**config.mk**
```make
export PLATFORM = sky130hd
export DESIGN_NAME = lfsr_axi_master
export DESIGN_NICKNAME = d
export VERILOG_FILES = /design/src/rtl/lfsr_axi_pkg.sv /design/src/rtl/lfsr_axi_master.sv
export SDC_FILE = /design/constraint.sdc
export NUM_CORES = 1
export LEC_CHECK = 0
export BUFFER_PORTS_ARGS = -buffer_cell sky130_fd_sc_hd__buf_2
export CAP_MARGIN = 0
export CORE_ASPECT_RATIO = 1.1
export CORE_MARGIN = 2
export CORE_UTILIZATION = 50
export DETAILED_ROUTE_END_ITERATION = 10
export PLACE_DENSITY = 0.83
export SYNTH_ARGS = -nofsm -noshare
export SYNTH_HDL_FRONTEND = slang
export SYNTH_SLANG_ARGS = --single-unit
```
**constraint.sdc**
```tcl
create_clock -name clk -period 3.25 [get_ports clk]
set_input_delay 0.325 -clock clk [delete_from_list [all_inputs] [get_ports clk]]
set_output_delay 0.325 -clock clk [all_outputs]
set_load 0.03 [all_outputs]
```
**src/rtl/lfsr_axi_pkg.sv**
```systemverilog
// lfsr_axi_pkg: shared constants for the LFSR AXI-Lite command master.
// Holds the AXI response codes, the target register map and the master FSM states.
package lfsr_axi_pkg;

    localparam logic [1:0] RESP_OKAY    = 2'b00;
    localparam logic [1:0] RESP_SLVERR  = 2'b10;
    localparam logic [1:0] RESP_TIMEOUT = 2'b11;

    localparam logic [7:0] REG_CTRL = 8'h0;
    localparam logic [7:0] REG_SEED = 8'h4;
    localparam logic [7:0] REG_TAPS = 8'h8;
    localparam logic [7:0] REG_DATA = 8'hC;

    typedef enum logic [2:0] {
        ST_IDLE    = 3'd0,
        ST_WR_REQ  = 3'd1,
        ST_WR_RESP = 3'd2,
        ST_RD_REQ  = 3'd3,
        ST_RD_DATA = 3'd4,
        ST_RESP    = 3'd5
    } state_t;

endpackage

```
**src/rtl/lfsr_axi_master.sv**
```systemverilog
// lfsr_axi_master: turns single cmd_* requests into one AXI-Lite read or write
// and returns the outcome on rsp_*. One transaction outstanding; all outputs registered.
// Build macro LFSR_AXI_MASTER_TIMEOUT_EN adds a watchdog that ends a stalled
// transaction after TIMEOUT_CYCLES with response code 2'b11.
module lfsr_axi_master
    import lfsr_axi_pkg::*;
#(
    parameter int ADDR_WIDTH     = 4,
    parameter int DATA_WIDTH     = 8,
    parameter int TIMEOUT_CYCLES = 64
) (
    input  logic                  clk,
    input  logic                  resetn,
    input  logic                  cmd_valid,
    output logic                  cmd_ready,
    input  logic                  cmd_write,
    input  logic [ADDR_WIDTH-1:0] cmd_addr,
    input  logic [DATA_WIDTH-1:0] cmd_wdata,
    output logic                  rsp_valid,
    input  logic                  rsp_ready,
    output logic [DATA_WIDTH-1:0] rsp_rdata,
    output logic [1:0]            rsp_resp,
    output logic [ADDR_WIDTH-1:0] m_axi_awaddr,
    output logic                  m_axi_awvalid,
    input  logic                  m_axi_awready,
    output logic [DATA_WIDTH-1:0] m_axi_wdata,
    output logic                  m_axi_wvalid,
    input  logic                  m_axi_wready,
    input  logic [1:0]            m_axi_bresp,
    input  logic                  m_axi_bvalid,
    output logic                  m_axi_bready,
    output logic [ADDR_WIDTH-1:0] m_axi_araddr,
    output logic                  m_axi_arvalid,
    input  logic                  m_axi_arready,
    input  logic [DATA_WIDTH-1:0] m_axi_rdata,
    input  logic                  m_axi_rvalid,
    output logic                  m_axi_rready
);

    if (TIMEOUT_CYCLES < 1) begin : g_bad_timeout
        $error("TIMEOUT_CYCLES must be at least 1");
    end

    state_t                state_q, state_d;
    logic                  cmd_ready_q, cmd_ready_d;
    logic                  rsp_valid_q, rsp_valid_d;
    logic [DATA_WIDTH-1:0] rsp_rdata_q, rsp_rdata_d;
    logic [1:0]            rsp_resp_q, rsp_resp_d;
    logic [ADDR_WIDTH-1:0] awaddr_q, awaddr_d;
    logic                  awvalid_q, awvalid_d;
    logic [DATA_WIDTH-1:0] wdata_q, wdata_d;
    logic                  wvalid_q, wvalid_d;
    logic                  bready_q, bready_d;
    logic [ADDR_WIDTH-1:0] araddr_q, araddr_d;
    logic                  arvalid_q, arvalid_d;
    logic                  rready_q, rready_d;

`ifdef LFSR_AXI_MASTER_TIMEOUT_EN
    localparam int TIMER_W = $clog2(TIMEOUT_CYCLES) + 1;
    localparam logic [TIMER_W-1:0] TIMER_LAST = TIMER_W'(TIMEOUT_CYCLES - 1);
    logic [TIMER_W-1:0] timer_q, timer_d;
`endif

    // Next-state and next-output computation for the transaction FSM.
    always_comb begin
        state_d     = state_q;
        cmd_ready_d = cmd_ready_q;
        rsp_valid_d = rsp_valid_q;
        rsp_rdata_d = rsp_rdata_q;
        rsp_resp_d  = rsp_resp_q;
        awaddr_d    = awaddr_q;
        awvalid_d   = awvalid_q;
        wdata_d     = wdata_q;
        wvalid_d    = wvalid_q;
        bready_d    = bready_q;
        araddr_d    = araddr_q;
        arvalid_d   = arvalid_q;
        rready_d    = rready_q;

        unique case (state_q)
            ST_IDLE: begin
                cmd_ready_d = 1'b1;
                if (cmd_valid && cmd_ready_q) begin
                    cmd_ready_d = 1'b0;
                    if (cmd_write) begin
                        state_d   = ST_WR_REQ;
                        awaddr_d  = cmd_addr;
                        wdata_d   = cmd_wdata;
                        awvalid_d = 1'b1;
                        wvalid_d  = 1'b1;
                    end else begin
                        state_d   = ST_RD_REQ;
                        araddr_d  = cmd_addr;
                        arvalid_d = 1'b1;
                    end
                end
            end
            ST_WR_REQ: begin
                // AW and W retire independently; a channel already done stays low.
                if (m_axi_awready) awvalid_d = 1'b0;
                if (m_axi_wready)  wvalid_d  = 1'b0;
                if (!awvalid_d && !wvalid_d) begin
                    state_d  = ST_WR_RESP;
                    bready_d = 1'b1;
                end
            end
            ST_WR_RESP: begin
                if (m_axi_bvalid) begin
                    bready_d    = 1'b0;
                    rsp_resp_d  = m_axi_bresp;
                    rsp_rdata_d = '0;
                    rsp_valid_d = 1'b1;
                    state_d     = ST_RESP;
                end
            end
            ST_RD_REQ: begin
                if (m_axi_arready) begin
                    arvalid_d = 1'b0;
                    rready_d  = 1'b1;
                    state_d   = ST_RD_DATA;
                end
            end
            ST_RD_DATA: begin
                if (m_axi_rvalid) begin
                    rready_d    = 1'b0;
                    rsp_rdata_d = m_axi_rdata;
                    rsp_resp_d  = RESP_OKAY;
                    rsp_valid_d = 1'b1;
                    state_d     = ST_RESP;
                end
            end
            ST_RESP: begin
                if (rsp_ready) begin
                    rsp_valid_d = 1'b0;
                    cmd_ready_d = 1'b1;
                    state_d     = ST_IDLE;
                end
            end
            default: state_d = ST_IDLE;
        endcase

`ifdef LFSR_AXI_MASTER_TIMEOUT_EN
        // A completion landing on the last allowed cycle wins over the watchdog.
        timer_d = '0;
        if (state_q inside {ST_WR_REQ, ST_WR_RESP, ST_RD_REQ, ST_RD_DATA}) begin
            timer_d = timer_q + TIMER_W'(1);
            if (timer_q == TIMER_LAST && state_d != ST_RESP) begin
                awvalid_d   = 1'b0;
                wvalid_d    = 1'b0;
                bready_d    = 1'b0;
                arvalid_d   = 1'b0;
                rready_d    = 1'b0;
                rsp_valid_d = 1'b1;
                rsp_resp_d  = RESP_TIMEOUT;
                rsp_rdata_d = '0;
                state_d     = ST_RESP;
            end
        end
`endif
    end

    // State and output registers with synchronous active-low reset.
    always_ff @(posedge clk) begin
        if (!resetn) begin
            state_q     <= ST_IDLE;
            cmd_ready_q <= 1'b0;
            rsp_valid_q <= 1'b0;
            rsp_rdata_q <= '0;
            rsp_resp_q  <= '0;
            awaddr_q    <= '0;
            awvalid_q   <= 1'b0;
            wdata_q     <= '0;
            wvalid_q    <= 1'b0;
            bready_q    <= 1'b0;
            araddr_q    <= '0;
            arvalid_q   <= 1'b0;
            rready_q    <= 1'b0;
`ifdef LFSR_AXI_MASTER_TIMEOUT_EN
            timer_q     <= '0;
`endif
        end else begin
            state_q     <= state_d;
            cmd_ready_q <= cmd_ready_d;
            rsp_valid_q <= rsp_valid_d;
            rsp_rdata_q <= rsp_rdata_d;
            rsp_resp_q  <= rsp_resp_d;
            awaddr_q    <= awaddr_d;
            awvalid_q   <= awvalid_d;
            wdata_q     <= wdata_d;
            wvalid_q    <= wvalid_d;
            bready_q    <= bready_d;
            araddr_q    <= araddr_d;
            arvalid_q   <= arvalid_d;
            rready_q    <= rready_d;
`ifdef LFSR_AXI_MASTER_TIMEOUT_EN
            timer_q     <= timer_d;
`endif
        end
    end

    assign cmd_ready     = cmd_ready_q;
    assign rsp_valid     = rsp_valid_q;
    assign rsp_rdata     = rsp_rdata_q;
    assign rsp_resp      = rsp_resp_q;
    assign m_axi_awaddr  = awaddr_q;
    assign m_axi_awvalid = awvalid_q;
    assign m_axi_wdata   = wdata_q;
    assign m_axi_wvalid  = wvalid_q;
    assign m_axi_bready  = bready_q;
    assign m_axi_araddr  = araddr_q;
    assign m_axi_arvalid = arvalid_q;
    assign m_axi_rready  = rready_q;

endmodule

```
# Word level (Yosys, flattened, before mapping)
# Cells that the tools add are included.
# W data, S select, Z words.
# totals
reg_bits,36
output_inout_bits,33
word_cells,88
# classes
eq_ne,13
n_mux,39
n_bitwise,1
reduce_logical,22
# ops
op,count
$mux W1,18
$mux W3,6
$pmux W3 S6,1
$reduce_and A3 Y1,6
$mux W8,2
$ne A2 B2 Y1 const B,8
$pmux W8 S2,1
$pmux W1 S2,6
$reduce_bool A2 Y1,6
$reduce_and A4 Y1,2
$eq A3 B2 Y1 const B,2
$eq A3 B3 Y1 const B,2
$mux W2,3
$reduce_and A6 Y1,1
$pmux W2 S2,1
$eq A3 B1 Y1 const B,1
$logic_not A3 Y1,1
$pmux W1 S3,1
$reduce_bool A3 Y1,1
$logic_and A1 B1 Y1,2
$logic_not A1 Y1,2
$reduce_and A2 Y1,1
$not A1 Y1,1

# Logic depth before layout (Yosys ltp)
# depth
ltp_word,6
depth_mapped,5

# Least setup slack after synthesis
# No wires, ideal clock.
# synth_path
path_type,register to register
from,"reg cmd_ready_q, in the netlist cmd_ready"
to,"reg awaddr_q[0], in the netlist m_axi_awaddr[0]"
setup_time_ns,0.128
t_arrival_ns,1.398
required_time_ns,3.122
setup_slack_ns,1.724
path_stages_with_launch,6
path_buffers,1
cell_sequence,dfxtp_1 > nor4b_4 > nand3_2 > buf_6 > mux2i_1 > nor2_1
# synth_via
elab_chain_cells,2
# synth_lines
item,line,source
start: declaration,lfsr_axi_master.sv:45,"logic cmd_ready_q, cmd_ready_d;"
start signal: assignment,lfsr_axi_master.sv:183,cmd_ready_q <= cmd_ready_d;
$logic_and A1 B1 Y1,lfsr_axi_master.sv:83,if (cmd_valid && cmd_ready_q) begin
$reduce_and A3 Y1 (no line),n/a,
end signal: assignment,lfsr_axi_master.sv:187,awaddr_q <= awaddr_d;
end: declaration,lfsr_axi_master.sv:49,"logic [ADDR_WIDTH-1:0] awaddr_q, awaddr_d;"
# No other way between the ends.
# A chain may end at the register's enable or synchronous reset.

# Worst setup path in the final report
# layout_path
from,reg state_q[0]
to,"reg awaddr_q[2], in the netlist m_axi_awaddr[2]"
# layout_via
elab_chain_cells,2
# layout_lines
item,line,source
start: declaration,lfsr_axi_master.sv:44,"state_t state_q, state_d;"
start signal: assignment,lfsr_axi_master.sv:182,state_q <= state_d;
$logic_not A3 Y1,lfsr_axi_master.sv:80,unique case (state_q)
$reduce_and A3 Y1 (no line),n/a,
# No other way between the ends.

==> impl_metrics.env <==
export IMPL_detail_route_antenna_nets=0
export IMPL_syn_area_sq_um=1510
export IMPL_grt_max_degree=33
export IMPL_peakVddDrop_mv=0.481
export IMPL_firstDrtPassIters=4
export IMPL_cts_tree="built"
export IMPL_crit_start="state_q[0]$_SDFFE_PN0P_"
export IMPL_h_tree_depth=2
export IMPL_power_leakage_nw=1.00
export IMPL_routedWlPerCell_um=12.8
export IMPL_setup_viol=0
export IMPL_cp_depth=4
export IMPL_cts_resized=0
export IMPL_synth_ff_type="dfxtp_1"
export IMPL_grt_ovfl_total=0
export IMPL_clock_path_buffers=2
export IMPL_pre_cts_slack_ns=1.45
export IMPL_clk_pin_slew_ns=0.11
export IMPL_synth_edff_count=0
export IMPL_placed_area_sq_um=1820
export IMPL_yosys_top_cells_area="dfxtp_1 (48%), mux2i_1 (12%), nor2_1 (7.7%)"
export IMPL_drv_slew=0
export IMPL_num_rows=20
export IMPL_antenna_found_initial=0
export IMPL_status="completed"
export IMPL_drive_above_1_share=0.355
export IMPL_instances_no_fill=253
export IMPL_crit_slowest_cell="dfxtp_1"
export IMPL_path_delay_family="simple AND/OR/NAND/NOR gates"
export IMPL_avgSynthCellArea_sq_um=9.64
export IMPL_syn2layout_area_growth_pct=25.5
export IMPL_cp_arrival_ns=2.01
export IMPL_cts_root_buf="clkbuf_4"
export IMPL_place_congestion=0.761
export IMPL_startpoint_type="flip-flop"
export IMPL_min_path_type="input pin to flip-flop"
export IMPL_post_route_min_period_ns=1.80
export IMPL_cts_buffers_inserted=5
export IMPL_fin_tns_setup_ns=0
export IMPL_critical_path_required_ns=3.46
export IMPL_final_cell_area_sq_um=1900
export IMPL_rsz0062_at_grt="false"
export IMPL_io_pins=65
export IMPL_crit_end="m_axi_awaddr[2]$_SDFFE_PN0P_"
export IMPL_grt_util_all_layers=0.200
export IMPL_via_per_inst=5.25
export IMPL_synth_area_leader_cell="dfxtp_1"
export IMPL_worstPathBufferInverterCount=0
export IMPL_die_area_sq_um=3480
export IMPL_synth_top_area_frac=0.476
export IMPL_cpPeakStageDelay_ns=0.53
export IMPL_fin_ws_ns=1.45
export IMPL_vias=1327
export IMPL_syn_inst=157
export IMPL_period_share=0.555
export IMPL_post_dp_hpwl_um=2380
export IMPL_yosysWarnings=0
export IMPL_ff2ff_path_depth=4
export IMPL_grt_pass1_wl_um=5240
export IMPL_r2r_end="m_axi_awaddr[2]$_SDFFE_PN0P_"
export IMPL_cts_hold_buf=0
export IMPL_cts_setup_buffers=0
export IMPL_path_class="flip-flop to flip-flop"
export IMPL_io_buffers=64
export IMPL_async_reset_ff_frac=0
export IMPL_synth_fp_nets=189
export IMPL_maxCapViolCount=0
export IMPL_start_util=0.535
export IMPL_ys_seq_area_frac=0.476
export IMPL_clock_skew_ns=0.00812
export IMPL_synth_seq_cells=36
export IMPL_power_density_nw_per_um2=695
export IMPL_coreArea_sq_um=2830
export IMPL_path_max_fanout=20
export IMPL_rr_startpoint="state_q[0]$_SDFFE_PN0P_"
export IMPL_numClockSinks=36
export IMPL_insertedDiodeCount=0
export IMPL_crit_chain="nor4b_4 -> nand3_2 -> mux2i_1 -> nor2_1"
export IMPL_tightest_slew_ns=0.937
export IMPL_drc=0
export IMPL_crit_path_end_kind="flip-flop"
export IMPL_grt_pass1_vias=1203
export IMPL_hold_violations=0
export IMPL_r2r_slack_ns=1.45
export IMPL_die_h_um=61.7
export IMPL_dp_cells=245
export IMPL_drt_total_wl_um=3250
export IMPL_relSlewSlack=0.374
export IMPL_drtIter0Drc=50
export IMPL_die_w_um=56.4
export IMPL_clock_fmax_ghz=0.554
export IMPL_layout_nets=251
export IMPL_insertion_delay_ns=0.35
export IMPL_holdWs_ns=0.208
export IMPL_yosysUniqueCellTypes=34
-- through the flow --
stage,power [W],utilization
after floorplan,0.000929,-
after global placement,0.00102,0.644
after detailed placement,0.00102,0.644
after CTS,0.00133,0.671
after global routing,0.00140,0.671
final,0.00132,0.671
-- cell usage in the layout (no fill, tap or decap), types with 2 or more instances in the layout --
cell type  Yosys  layout
a21oi_1        7       7
a22oi_1        8       8
a311oi_1       2       2
a31oi_1        3       3
and3b_1        2       2
buf_2          3      64
clkbuf_4       0       5
dfxtp_1       36      36
inv_1          5       5
mux2i_1       18      18
nand2_1        8       8
nand2b_1       3       3
nor2_1        31      31
nor2b_1        2       2
nor4b_1        2       2
o21ai_0        4       4
-- where the power goes --
part	leakage (nW)	total [W]	switching (W)	internal, W
clock network	0.0422	0.000308	0.000147	0.000161
logic	0.668	0.000430	0.000252	0.000178
registers	0.292	0.000581	0.0000817	0.000499
-- synth_stat cells (2+ instances only) --
| cell | number |
|---|---|
| a31oi_1 | 3 |
| buf_6 | 2 |
| nand2b_1 | 3 |
| o21ai_0 | 4 |
| nor2b_1 | 2 |
| a22oi_1 | 8 |
| mux2i_1 | 18 |
| nor4b_1 | 2 |
| buf_2 | 3 |
| inv_1 | 5 |
| clkbuf_1 | 4 |
| and3b_1 | 2 |
| nor2_1 | 31 |
| nand2_1 | 8 |
| a21oi_1 | 7 |
| a311oi_1 | 2 |
| dfxtp_1 | 36 |
-- metal layers --
layer,GRT usage,part of all wire,wire [um]
met3,0.0798,0.081,264
met4,0.0816,0.016,52
met1,0.236,0.42,1370
met5,0,0,0
met2,0.329,0.48,1560
-- cell type report --
type	instances	area (sq um)
clock buffers	6	41.3
clock inverters	2	35.0
fillers	252	930
inverters	5	18.8
multi-input cells	107	721
flip-flops and latches	36	721
well taps	33	41.3
repair buffers	64	320
-- worst min path at each step --
stage	endpoint	start	cells after the start
2_1_floorplan	m_axi_arvalid$_SDFFE_PN0P_	m_axi_arready	1
3_3_place_gp	rsp_resp[1]$_SDFFE_PN0P_	rsp_resp[1]$_SDFFE_PN0P_	2
3_5_place_dp	rsp_valid$_SDFFE_PN0P_	rsp_valid$_SDFFE_PN0P_	2
4_1_cts	m_axi_wdata[7]$_SDFFE_PN0P_	cmd_wdata[7]	3
5_1_grt	m_axi_wdata[1]$_SDFFE_PN0P_	cmd_wdata[1]	3
6_report	m_axi_wdata[5]$_SDFFE_PN0P_	cmd_wdata[5]	3
-- sequential cells by signal (all words and copies together) (netlist names) --
| register | cells |
|---|---|
| m_axi_wvalid | 1 |
| state_q | 3 |
| cmd_ready | 1 |
| m_axi_wdata | 8 |
| m_axi_bready | 1 |
| m_axi_awaddr | 4 |
| m_axi_rready | 1 |
| m_axi_arvalid | 1 |
| rsp_resp | 2 |
| rsp_rdata | 8 |
| rsp_valid | 1 |
| m_axi_araddr | 4 |
| m_axi_awvalid | 1 |
-- cells by family after synthesis --
family,Yosys count,synth area share
AND/OR/NAND/NOR,57,0.206
AO/OA/AOI/OAI,32,0.151
flip-flops,36,0.476
multiplexers,18,0.119
buffers and inverters,14,0.0471
-- tightest hold or removal path, cell delays in order --
cell,delay (ns)
buf_2,0.07
mux2i_1,0.05
nor2_1,0.07
Note: power is estimated with default switching activity, not from simulation.
